[src/rtl/cuckoo_pkg.sv]
// Shared constants for the cuckoo lookup match collector: record layout,
// field widths and default pipeline/FIFO sizing.
package cuckoo_pkg;

  localparam int LAT_DEF   = 4;
  localparam int DEPTH_DEF = 16;
  localparam int OFS_W_DEF = 16;
  localparam int HIT_W     = 2;
  localparam int SFX_W     = 2;
  localparam int DROP_W    = 16;
  localparam int REC_W_DEF = OFS_W_DEF + 9;

  typedef enum logic {
    REC_MATCH = 1'b0,
    REC_EOP   = 1'b1
  } rec_kind_e;

  // Record = {kind, offset, hit_c, sfx_c, hit_n, sfx_n}
  function automatic int rec_w(input int ofs_w);
    return ofs_w + 1 + 2 * (HIT_W + SFX_W);
  endfunction

endpackage

[src/rtl/cuckoo_match_collector_if.sv]
// Record stream from the match collector to the rule-resolution logic.
interface cuckoo_match_collector_if #(
  parameter int W = cuckoo_pkg::REC_W_DEF
);
  logic         m_valid;
  logic         m_ready;
  logic [W-1:0] m_data;

  modport master (output m_valid, output m_data, input m_ready);
  modport slave  (input m_valid, input m_data, output m_ready);
endinterface

[src/rtl/sync_fifo_fwft.sv]
// First-word-fall-through FIFO with occupancy output; head word is presented
// combinationally and reads as zero while empty.
module sync_fifo_fwft #(
  parameter int W     = 8,
  parameter int DEPTH = 16
) (
  input  logic                     clk,
  input  logic                     rst,
  input  logic                     wr_en,
  input  logic [W-1:0]             wr_data,
  input  logic                     rd_en,
  output logic [W-1:0]             rd_data,
  output logic                     rd_valid,
  output logic [$clog2(DEPTH):0]   count
);
  localparam int AW = $clog2(DEPTH);

  logic [W-1:0]  mem_q [DEPTH];
  logic [AW-1:0] wr_ptr_q, rd_ptr_q;
  logic [AW:0]   count_q, count_d;
  logic          wr_ok, rd_ok;

  assign rd_valid = (count_q != '0);
  assign rd_ok    = rd_en && rd_valid;
  // A read frees the slot at full, so a simultaneous write still lands.
  assign wr_ok    = wr_en && ((count_q != (AW+1)'(DEPTH)) || rd_ok);

  always_comb begin
    count_d = count_q;
    if (wr_ok && !rd_ok) begin
      count_d = count_q + 1'b1;
    end else if (!wr_ok && rd_ok) begin
      count_d = count_q - 1'b1;
    end
  end

  always_ff @(posedge clk or negedge rst) begin
    if (!rst) begin
      wr_ptr_q <= '0;
      rd_ptr_q <= '0;
      count_q  <= '0;
    end else begin
      count_q <= count_d;
      if (wr_ok) wr_ptr_q <= wr_ptr_q + 1'b1;
      if (rd_ok) rd_ptr_q <= rd_ptr_q + 1'b1;
    end
  end

  always_ff @(posedge clk) begin
    if (wr_ok) mem_q[wr_ptr_q] <= wr_data;
  end

  assign rd_data = rd_valid ? mem_q[rd_ptr_q] : '0;
  assign count   = count_q;

endmodule

[src/rtl/cuckoo_match_collector.sv]
// Re-aligns cuckoo lookup hits with their payload byte offsets, merges case
// and nocase paths into records and queues them with per-packet drop accounting.
module cuckoo_match_collector
  import cuckoo_pkg::*;
#(
  parameter int LAT   = LAT_DEF,
  parameter int DEPTH = DEPTH_DEF,
  parameter int OFS_W = OFS_W_DEF
) (
  input  logic                      clk,
  input  logic                      rst,
  input  logic                      enable,
  input  logic                      sop,
  input  logic                      eop,
  input  logic [HIT_W-1:0]          compare_out,
  input  logic [SFX_W-1:0]          suffix,
  input  logic [HIT_W-1:0]          compare_out_nocase,
  input  logic [SFX_W-1:0]          suffix_nocase,
  cuckoo_match_collector_if.master  m,
  output logic                      overflow,
  output logic [DROP_W-1:0]         drop_cnt
);
  localparam int REC_W = rec_w(OFS_W);
  localparam int CNT_W = $clog2(DEPTH) + 1;

  logic [OFS_W-1:0] ofs_q, ofs_d, tag;
  logic [LAT-1:0]   dl_vld_q, dl_eop_q, dl_sop_q;
  logic [OFS_W-1:0] dl_ofs_q [LAT];

  logic             e_vld, e_eop, e_sop;
  logic [OFS_W-1:0] e_ofs, e_len;
  logic [SFX_W-1:0] sfx_c, sfx_n;
  logic             is_match, is_eop;
  logic [REC_W-1:0] match_rec, eop_rec;

  logic             pend_vld_q, pend_vld_d;
  logic [REC_W-1:0] pend_rec_q, pend_rec_d;
  logic             push_req, push_eop, lost_match;
  logic [REC_W-1:0] push_rec;

  logic             admit, fifo_wr, fifo_valid;
  logic [CNT_W-1:0] fifo_count;
  logic [REC_W-1:0] fifo_rd_data;
  logic [1:0]       drop_n;
  logic             pkt_clr;
  logic [DROP_W-1:0] drop_q, drop_d, drop_base;
  logic [DROP_W:0]   drop_sum;
  logic             ovf_q, ovf_d;

  always_comb begin
    ofs_d = ofs_q;
    tag   = ofs_q;
    if (enable) begin
      if (sop) begin
        tag   = '0;
        ofs_d = OFS_W'(1);
      end else if (ofs_q != '1) begin
        ofs_d = ofs_q + 1'b1;
      end
    end
  end

  // Free-running delay line: the lookup RAMs do not stall, so neither may this.
  always_ff @(posedge clk or negedge rst) begin
    if (!rst) begin
      ofs_q    <= '0;
      dl_vld_q <= '0;
      dl_eop_q <= '0;
      dl_sop_q <= '0;
      for (int i = 0; i < LAT; i++) dl_ofs_q[i] <= '0;
    end else begin
      ofs_q       <= ofs_d;
      dl_vld_q[0] <= enable;
      dl_eop_q[0] <= enable & eop;
      dl_sop_q[0] <= enable & sop;
      dl_ofs_q[0] <= tag;
      for (int i = 1; i < LAT; i++) begin
        dl_vld_q[i] <= dl_vld_q[i-1];
        dl_eop_q[i] <= dl_eop_q[i-1];
        dl_sop_q[i] <= dl_sop_q[i-1];
        dl_ofs_q[i] <= dl_ofs_q[i-1];
      end
    end
  end

  assign e_vld = dl_vld_q[LAT-1];
  assign e_eop = dl_eop_q[LAT-1];
  assign e_sop = dl_sop_q[LAT-1];
  assign e_ofs = dl_ofs_q[LAT-1];
  assign e_len = (&e_ofs) ? e_ofs : e_ofs + 1'b1;

  assign sfx_c     = (|compare_out)        ? suffix        : '0;
  assign sfx_n     = (|compare_out_nocase) ? suffix_nocase : '0;
  assign is_match  = e_vld && (|(compare_out | compare_out_nocase));
  assign is_eop    = e_vld && e_eop;
  assign match_rec = {REC_MATCH, e_ofs, compare_out, sfx_c, compare_out_nocase, sfx_n};
  assign eop_rec   = {REC_EOP, e_len, {(2*(HIT_W+SFX_W)){1'b0}}};

  // A held EOP always goes first; a match arriving behind it is lost.
  always_comb begin
    push_req   = 1'b0;
    push_eop   = 1'b0;
    push_rec   = '0;
    lost_match = 1'b0;
    pend_vld_d = 1'b0;
    pend_rec_d = pend_rec_q;
    if (pend_vld_q) begin
      push_req   = 1'b1;
      push_eop   = 1'b1;
      push_rec   = pend_rec_q;
      lost_match = is_match;
      pend_vld_d = is_eop;
      pend_rec_d = eop_rec;
    end else if (is_match) begin
      push_req   = 1'b1;
      push_rec   = match_rec;
      pend_vld_d = is_eop;
      pend_rec_d = eop_rec;
    end else if (is_eop) begin
      push_req   = 1'b1;
      push_eop   = 1'b1;
      push_rec   = eop_rec;
    end
  end

  // Last FIFO slot is reserved so a packet's length record survives backpressure.
  assign admit   = push_eop ? (fifo_count < CNT_W'(DEPTH))
                            : (fifo_count < CNT_W'(DEPTH - 1));
  assign fifo_wr = push_req && admit;
  assign drop_n  = 2'(push_req && !admit) + 2'(lost_match);

  assign pkt_clr   = e_vld && e_sop;
  assign drop_base = pkt_clr ? '0 : drop_q;
  assign drop_sum  = {1'b0, drop_base} + {{(DROP_W-1){1'b0}}, drop_n};
  assign drop_d    = drop_sum[DROP_W] ? '1 : drop_sum[DROP_W-1:0];
  assign ovf_d     = (!pkt_clr && ovf_q) || (drop_n != 2'd0);

  always_ff @(posedge clk or negedge rst) begin
    if (!rst) begin
      pend_vld_q <= 1'b0;
      pend_rec_q <= '0;
      drop_q     <= '0;
      ovf_q      <= 1'b0;
    end else begin
      pend_vld_q <= pend_vld_d;
      pend_rec_q <= pend_rec_d;
      drop_q     <= drop_d;
      ovf_q      <= ovf_d;
    end
  end

  sync_fifo_fwft #(
    .W     (REC_W),
    .DEPTH (DEPTH)
  ) u_fifo (
    .clk      (clk),
    .rst      (rst),
    .wr_en    (fifo_wr),
    .wr_data  (push_rec),
    .rd_en    (fifo_valid & m.m_ready),
    .rd_data  (fifo_rd_data),
    .rd_valid (fifo_valid),
    .count    (fifo_count)
  );

  assign m.m_valid = fifo_valid;
  assign m.m_data  = fifo_rd_data;
  assign overflow  = ovf_q;
  assign drop_cnt  = drop_q;

endmodule

[src/flat_wrapper.sv]
// flat-port wrapper written by rule: the top's interface ports become plain ports
module cuckoo_match_collector_flat import cuckoo_pkg::*;
#(
  parameter int LAT   = LAT_DEF,
  parameter int DEPTH = DEPTH_DEF,
  parameter int OFS_W = OFS_W_DEF
)
  (clk, rst, enable, sop, eop, compare_out, suffix, compare_out_nocase, suffix_nocase, overflow, drop_cnt, m_m_valid, m_m_data, m_m_ready);
  cuckoo_match_collector_if #(.W((OFS_W + 9))) m_i ();
  input  logic clk;
  input  logic rst;
  input  logic enable;
  input  logic sop;
  input  logic eop;
  input  logic [HIT_W-1:0] compare_out;
  input  logic [SFX_W-1:0] suffix;
  input  logic [HIT_W-1:0] compare_out_nocase;
  input  logic [SFX_W-1:0] suffix_nocase;
  output logic overflow;
  output logic [DROP_W-1:0] drop_cnt;
  output wire logic [$bits(m_i.m_valid)-1:0] m_m_valid;
  output wire logic [$bits(m_i.m_data)-1:0] m_m_data;
  input wire logic [$bits(m_i.m_ready)-1:0] m_m_ready;
  assign m_m_valid = m_i.m_valid;
  assign m_m_data = m_i.m_data;
  assign m_i.m_ready = m_m_ready;
  cuckoo_match_collector #(.LAT(LAT), .DEPTH(DEPTH), .OFS_W(OFS_W)) u_core (.clk(clk), .rst(rst), .enable(enable), .sop(sop), .eop(eop), .compare_out(compare_out), .suffix(suffix), .compare_out_nocase(compare_out_nocase), .suffix_nocase(suffix_nocase), .m(m_i), .overflow(overflow), .drop_cnt(drop_cnt));
endmodule
[config.mk]
export PLATFORM = sky130hd
export DESIGN_NAME = cuckoo_match_collector_flat
export DESIGN_NICKNAME = d
export VERILOG_FILES = /design/src/rtl/cuckoo_pkg.sv /design/src/rtl/cuckoo_match_collector_if.sv /design/src/rtl/sync_fifo_fwft.sv /design/src/rtl/cuckoo_match_collector.sv /design/src/flat_wrapper.sv
export SDC_FILE = /design/constraint.sdc
export NUM_CORES = 1
export LEC_CHECK = 0
export BUFFER_PORTS_ARGS = -buffer_cell sky130_fd_sc_hd__buf_2
export CORE_AREA = 2 2 231 233
export CTS_BUF_LIST = sky130_fd_sc_hd__clkbuf_4 sky130_fd_sc_hd__clkbuf_8
export DETAILED_ROUTE_END_ITERATION = 8
export DIE_AREA = 0 0 233 235
export GPL_TIMING_DRIVEN = 0
export PLACE_DENSITY = 0.57
export SETUP_SLACK_MARGIN = 0.2
export SYNTH_ARGS = -nofsm -noshare
export SYNTH_HDL_FRONTEND = slang
export SYNTH_SLANG_ARGS = --single-unit
[constraint.sdc]
create_clock -name clk -period 3.3 [get_ports clk]
set_input_delay 0.495 -clock clk [delete_from_list [all_inputs] [get_ports clk]]
set_output_delay 0.495 -clock clk [all_outputs]
set_load 0.01 [all_outputs]
==> flow_metrics.env, run 1 <==
export IMPL_grt_first_pass_wirelength_mm=75.1
export IMPL_clk_latency_ns=0.69
export IMPL_min_path_cells=3
export IMPL_critical_path_arrival_ns=3.65
export IMPL_path_class="in -> reg"
export IMPL_hpwl_mm=30.6
export IMPL_cts_sinks=540
export IMPL_worst_pin_slew_ns=1.37
export IMPL_cts_buffers_inserted=89
export IMPL_grt_overflow=0
export IMPL_final_setup_viol_count=0
export IMPL_dp_cells=1964
export IMPL_netlist_area_leader_share_pct=56.5
export IMPL_via_count=11600
export IMPL_coreArea_mm2=0.0522
export IMPL_ys_types=65
export IMPL_hold_path_class="in -> reg"
export IMPL_final_cells=2173
export IMPL_r2r_end="u_core.u_fifo.mem_q[0][17]"
export IMPL_grt_pass1_vias=12100
export IMPL_min_delay_start="m_m_ready"
export IMPL_syn_num_nets=1225
export IMPL_path_clk_slew_ns=0.06
export IMPL_layout_setup_ws_ns=0.165
export IMPL_netlist_instances=1194
export IMPL_area_delta_synth_final_pct=21.7
export IMPL_synth_most_common_cell="edfxtp_1"
export IMPL_synth_avg_cell_area_um2=17.8
export IMPL_min_to="u_core.u_fifo.rd_ptr_q[2]"
export IMPL_tns_ns=0
export IMPL_n_fill_cell=4329
export IMPL_routabilityCongestion=0.828
export IMPL_first_pass_iters=5
export IMPL_synthFlopType="edfxtp_1"
export IMPL_p_leak_uw=0.00950
export IMPL_die_width_um=233
export IMPL_layout_min_cycle_time_ns=3.14
export IMPL_r2r_slack_ns=0.21
export IMPL_grt_max_degree=74
export IMPL_powerDensity_mw_per_mm2=793
export IMPL_dieArea_mm2=0.0548
export IMPL_yosysSeqAreaShare_pct=72.9
export IMPL_maxSlewHeadroom_pct=8.42
export IMPL_clk_path_buf_depth=3
export IMPL_ir_drop_mv=0.444
export IMPL_endpoint_kind="register"
export IMPL_rows=84
export IMPL_drt_iter0_drc=995
export IMPL_grt_usage_pct=18.5
export IMPL_dieHeight_um=235
export IMPL_cts_root_buffer="clkbuf_8"
export IMPL_place_area_mm2=0.0230
export IMPL_status="finished clean"
export IMPL_drive_above_1_share_pct=33.5
export IMPL_maxCapViolCount=0
export IMPL_synthTopCellsByCount="400 x edfxtp_1, 140 x dfrtp_1, 100 x mux4_2"
export IMPL_start_util_pct=40.7
export IMPL_ys_warn_count=0
export IMPL_port_buffers=56
export IMPL_fin_area_mm2=0.0259
export IMPL_rr_worst_depth=6
export IMPL_yosys_top_cells_area="edfxtp_1 56%, dfrtp_1 16%, mux4_2 11%"
export IMPL_drc=0
export IMPL_hold_viol=0
export IMPL_synth_edf_count=400
export IMPL_finalCritPeriodShare_pct=95.0
export IMPL_htree_levels=3
export IMPL_cts_tree="built"
export IMPL_avgViaCountPerCell=5.35
export IMPL_fmax_ghz=0.319
export IMPL_cp_max_fo=4
export IMPL_cp_required_ns=3.82
export IMPL_drtAntennaViolNets=0
export IMPL_antenna_found_initial=0
export IMPL_wirelength_mm=49.9
export IMPL_finalClockSkew_ns=0.0458
export IMPL_synth_area_mm2=0.0213
export IMPL_antenna_cells=0
export IMPL_r2r_start="u_core.e_ofs[8]"
export IMPL_ys_ff_latch=540
export IMPL_wl_per_cell_um=23.0
export IMPL_place_ws_ns=-0.770
export IMPL_io_pins=57
export IMPL_maxSlewViolCount=0
export IMPL_final_nets=1444
export IMPL_yosysTopAreaCell="edfxtp_1"
export IMPL_start_kind="input port"
export IMPL_ys_async_sr_fraction_pct=25.9
export IMPL_rsz0062_at_grt="yes"
==> cells in the final DEF (no fill, tap or decap), types with 21 or more instances in the layout <==
master / instances
buf_4: 34
a21oi_1: 25
nand2_1: 59
nand3_1: 22
dfrtp_1: 137
edfxtp_1: 400
clkbuf_1: 21
and2_1: 26
mux2i_1: 42
clkbuf_4: 38
clkbuf_8: 95
buf_2: 59
nor2_1: 33
mux4_2: 100
==> per-layer routing <==
| metal | global-route usage, % | routed length, um | share of wire, % | vias to the layer above |
|---|---|---|---|---|
| li1 | - | - | - | 5173 |
| met1 | 24.5 | 21000 | 42 | 6056 |
| met2 | 31.1 | 25300 | 51 | 318 |
| met3 | 3.86 | 2730 | 5.5 | 84 |
| met4 | 5.06 | 865 | 1.7 | 0 |
| met5 | 0 | 0 | 0 | - |
==> sequential cells by signal, indices dropped and copies added, names as in the netlist <==
register,cells
u_core.dl_sop_q,4
u_core.u_fifo.rd_ptr_q,4
u_core.overflow,1
u_core.pend_vld_q,1
u_core.u_fifo.wr_ptr_q,4
u_core.ofs_q,16
u_core.u_fifo.mem_q,400
u_core.dl_vld_q,4
u_core.e_ofs,16
u_core.u_fifo.count,5
u_core.dl_ofs_q,48
u_core.dl_eop_q,4
u_core.drop_cnt,16
u_core.pend_rec_q,17
==> worst max-delay path by stage <==
stage	start	endpoint	depth (start not counted)
final	compare_out_nocase[0]	u_core.drop_cnt[13]	18
after CTS	u_core.u_fifo.rd_ptr_q[0]	m_m_data[18]	6
after global routing	u_core.pend_vld_q	u_core.drop_cnt[8]	14
after floorplan	compare_out_nocase[0]	u_core.u_fifo.mem_q[12][0]	6
after detailed placement	compare_out_nocase[0]	u_core.drop_cnt[11]	15
after global placement	compare_out_nocase[0]	u_core.u_fifo.mem_q[15][12]	7
==> worst max-delay path, cell delays in order <==
cell and delay, ns:
buf_2 0.14, or4_4 0.60, or2_0 0.23, buf_4 0.14, a21oi_2 0.12, a21o_4 0.13
buf_6 0.10, ha_4 0.19, ha_4 0.15, inv_2 0.05, fa_2 0.19, and3b_2 0.22
and3_4 0.17, buf_8 0.12, buf_6 0.12, buf_4 0.12, a311oi_2 0.29, a211oi_2 0.05
==> per-stage QoR <==
stage | power [uW] | utilization, % | hold slack [ns]
after CTS | 20200 | 48.5 | 0.0702
after floorplan | 11800 | - | 0.199
after global placement | 13700 | 43.0 | 0.332
after global routing | 21500 | 49.6 | 0.0837
final | 20500 | 49.6 | 0.129
after detailed placement | 13900 | 44.1 | 0.335
==> layout make-up <==
| type | count | area [um^2] | share of cell area, % |
|---|---|---|---|
| multi-input cells | 576 | 5810 | 22.4 |
| repair buffers | 128 | 1300 | 5.02 |
| clock buffers | 129 | 1560 | 6.01 |
| clock inverters | 34 | 236 | 0.913 |
| inverters | 19 | 76.3 | 0.295 |
| flip-flops and latches | 540 | 15500 | 59.9 |
| well taps | 688 | 861 | 3.32 |
| plain buffers | 59 | 533 | 2.06 |
==> cell families after synthesis <==
group	share of synthesized area [%]
AOI/OAI and AO/OA	3.86
xor gates and xnor gates	1.27
adders and majority gates	1.07
buffers and inverters	1.49
DFF	72.9
muxes	13.3
and+or+nand+nor	6.05
==> report_power, final <==
group / internal (uW) / switching [uW]
Clock: 3150 / 2660
Combinational: 3160 / 3380
Sequential: 7910 / 271
==> what timing repair did <==
item / CTS / global route
hold buffers: 3 / 0
cloned: 0 / 6
hold endpoints to repair: 69 / 0
resized for setup: 114 / 72
pin swaps: 9 / 28
setup buffers: 21 / 16
setup endpoints to repair: 293 / 103
No activity file was read; power rests on OpenSTA's default activity.
==> inputs of run 2 (changes only) <==
--- a/config.mk
+++ b/config.mk
@@ -12,6 +12,7 @@
 export DIE_AREA = 0 0 233 235
 export GPL_TIMING_DRIVEN = 0
 export PLACE_DENSITY = 0.57
+export RECOVER_POWER = 25
 export SETUP_SLACK_MARGIN = 0.2
 export SYNTH_ARGS = -nofsm -noshare
 export SYNTH_HDL_FRONTEND = slang
==> constraint.sdc (replaced) <==
create_clock -name clk -period 2.53 [get_ports clk]
set_input_delay 0.3795 -clock clk [delete_from_list [all_inputs] [get_ports clk]]
set_output_delay 0.3795 -clock clk [all_outputs]
set_load 0.01 [all_outputs]
==> run 2 against run 1 <==
Effect of this change:
- the run now ends with capacitance limit, slew limit, setup timing left
- via count grew 9.0%
- clock skew grew 0.0044 ns
- critical path depth is 11 lower
- critical path type is now reg -> out
- largest cell class unchanged
==> flow_metrics.env, run 2 (synthesis gave the netlist of run 1 again) <==
export IMPL_multi_input_area_mm2=0.00619
export IMPL_hold_viol=0
export IMPL_wl_per_cell_um=25.4
export IMPL_grt_first_pass_wirelength_mm=82.8
export IMPL_clk_path_buf_depth=3
export IMPL_critical_path_arrival_ns=2.62
export IMPL_htree_levels=3
export IMPL_rsz0062_at_grt="yes"
export IMPL_first_pass_iters=5
export IMPL_gr_max_usage_layer="met2"
export IMPL_grt_usage_pct=20.8
export IMPL_met1_usage_pct=28.3
export IMPL_maxSlewViolCount=81
export IMPL_final_setup_viol_count=426
export IMPL_dieHeight_um=235
export IMPL_timing_hold_ws_ns=0.0546
export IMPL_largest_reg_flops=400
export IMPL_die_width_um=233
export IMPL_area_delta_synth_final_pct=32.5
export IMPL_cp_max_fo=6
export IMPL_io_pins=57
export IMPL_port_buffers=56
export IMPL_fmax_ghz=0.334
export IMPL_start_util_pct=40.7
export IMPL_drtAntennaViolNets=0
export IMPL_path_class="reg -> out"
export IMPL_avgViaCountPerCell=5.56
export IMPL_cts_buffers_inserted=90
export IMPL_n_fill_cell=4010
export IMPL_via_count=12700
export IMPL_slowest_stage="dfrtp_2"
export IMPL_register_area_mm2=0.0155
export IMPL_drive_above_1_share_pct=40.0
export IMPL_finalClockSkew_ns=0.0502
export IMPL_maxSlewHeadroom_pct=-39.2
export IMPL_largest_register="u_core.u_fifo.mem_q"
export IMPL_cts_root_buffer="clkbuf_8"
export IMPL_p_leak_uw=0.0104
export IMPL_cts_tree="built"
export IMPL_routabilityCongestion=0.834
export IMPL_wirelength_mm=58.0
export IMPL_hold_path_class="in -> reg"
export IMPL_grt_use_met3_pct=3.63
export IMPL_status="complete, but fails checks"
export IMPL_maxCapViolCount=1
export IMPL_ir_drop_mv=0.488
export IMPL_tns_ns=-108.72
export IMPL_postLayoutCoreUtil_pct=54.0
export IMPL_grt_use_met2_pct=33.6
export IMPL_finalCritPeriodShare_pct=119
export IMPL_grt_overflow=0
export IMPL_grt_pass1_vias=12600
export IMPL_clk_latency_ns=0.68
export IMPL_coreArea_mm2=0.0522
export IMPL_path_clk_slew_ns=0.06
export IMPL_cp_common_cell="clkbuf_16"
export IMPL_grt_max_degree=81
export IMPL_path_cells="clkbuf_16 > buf_6 > clkbuf_16 > mux4_2 > mux2i_2 > o22ai_1 > buf_2"
export IMPL_top_regs="u_core.u_fifo.mem_q (400), u_core.dl_ofs_q (48), u_core.pend_rec_q (17)"
export IMPL_hpwl_mm=29.4
export IMPL_layout_min_cycle_time_ns=3.00
export IMPL_endpoint_kind="output port"
export IMPL_antenna_cells=0
export IMPL_powerDensity_mw_per_mm2=1020
export IMPL_final_nets=1558
export IMPL_cp_required_ns=2.15
export IMPL_antenna_found_initial=1
export IMPL_layout_setup_ws_ns=-0.468
export IMPL_drt_iter0_drc=1306
export IMPL_final_common_cell="edfxtp_1"
export IMPL_final_cell_mix="400 x edfxtp_1, 134 x dfrtp_1, 107 x clkbuf_8"
export IMPL_worst_pin_slew_ns=2.09
export IMPL_drc=0
export IMPL_cpPeakStageDelay_ns=0.50
export IMPL_rows=84
export IMPL_dieArea_mm2=0.0548
export IMPL_violations="capacitance limit, slew limit, setup timing"
export IMPL_start_kind="register"
export IMPL_cts_sinks=540
## run 2: cell count changes in the layout (fill, tap and decap cells not counted), moves of 7 or more
cell       before  now
nand2_1        59   51
and3_4          1   10
clkbuf_16       6   13
buf_16          9   26
buf_6          18   34
buf_12         18   64
buf_4          34   46
clkbuf_8       95  107
nand2_2         0    7
clkbuf_1       21   13
o21ai_4         0    7
and2_4          0    9
## run 2: worst paths after layout
path / from / endpoint / slack, ns / cells past startpoint
min in group asynchronous: rst / u_core.drop_cnt[9] / 0.85 / 2
max reg2reg: u_core.dl_vld_q[3] / u_core.u_fifo.mem_q[1][12] / -0.46 / 13
min: m_m_ready / u_core.u_fifo.rd_ptr_q[2] / 0.05 / 3
max in group asynchronous: rst / u_core.e_ofs[1] / 0.15 / 3
max: u_core.u_fifo.rd_ptr_q[0] / m_m_data[3] / -0.47 / 7
min reg2reg: u_core.dl_ofs_q[56] / u_core.dl_ofs_q[40] / 0.33 / 0
## run 2: power by group
group          internal [uW]  switching [uW]
registers              10300             403
clock network           4210            3480
logic                   5160            5090
total                  19700            8970
## run 2: through the flow
| stage | std cells | setup slack, ns | area (um^2) | total power, uW |
|---|---|---|---|---|
| floorplan | 1194 | -0.599 | 21500 | 15600 |
| global placement | 1938 | -1.42 | 22600 | 18000 |
| detailed placement | 1949 | -1.40 | 22900 | 18200 |
| CTS | 2234 | -0.424 | 27300 | 27600 |
| global route | 2282 | -0.543 | 28200 | 29800 |
| finish | 2282 | -0.468 | 28200 | 28700 |
## run 2: what timing repair did
item	in CTS	in global routing
pin swaps	39	24
endpoints found under the hold margin	81	0
resized for setup	237	75
cloned	25	12
buffers inserted	98	36
hold buffers	3	0
endpoints found under the setup margin	752	673
## run 2: cell type report
cell class | instances | share of cell area [%]
clock buffer | 130 | 5.61
sequential | 540 | 55.0
buffer | 59 | 2.32
timing repair buffer | 231 | 11.0
inverter | 19 | 0.306
multi-input combinational | 586 | 21.9
clock inverter | 29 | 0.679
tap | 688 | 3.05
## run 2: critical path: cells and delay by family (launching register included)
kind,cells,cell delay (ns)
buffers and inverters,4,0.63
DFF,1,0.50
muxes,2,0.69
AOI/OAI and AO/OA,1,0.12
## run 2: layer usage
metal	vias up	share of wire, %	wire (um)
li1	5413	-	-
met1	6630	40	23500
met2	528	49	28700
met3	108	6.9	4010
met4	0	3.2	1860
met5	-	0	0
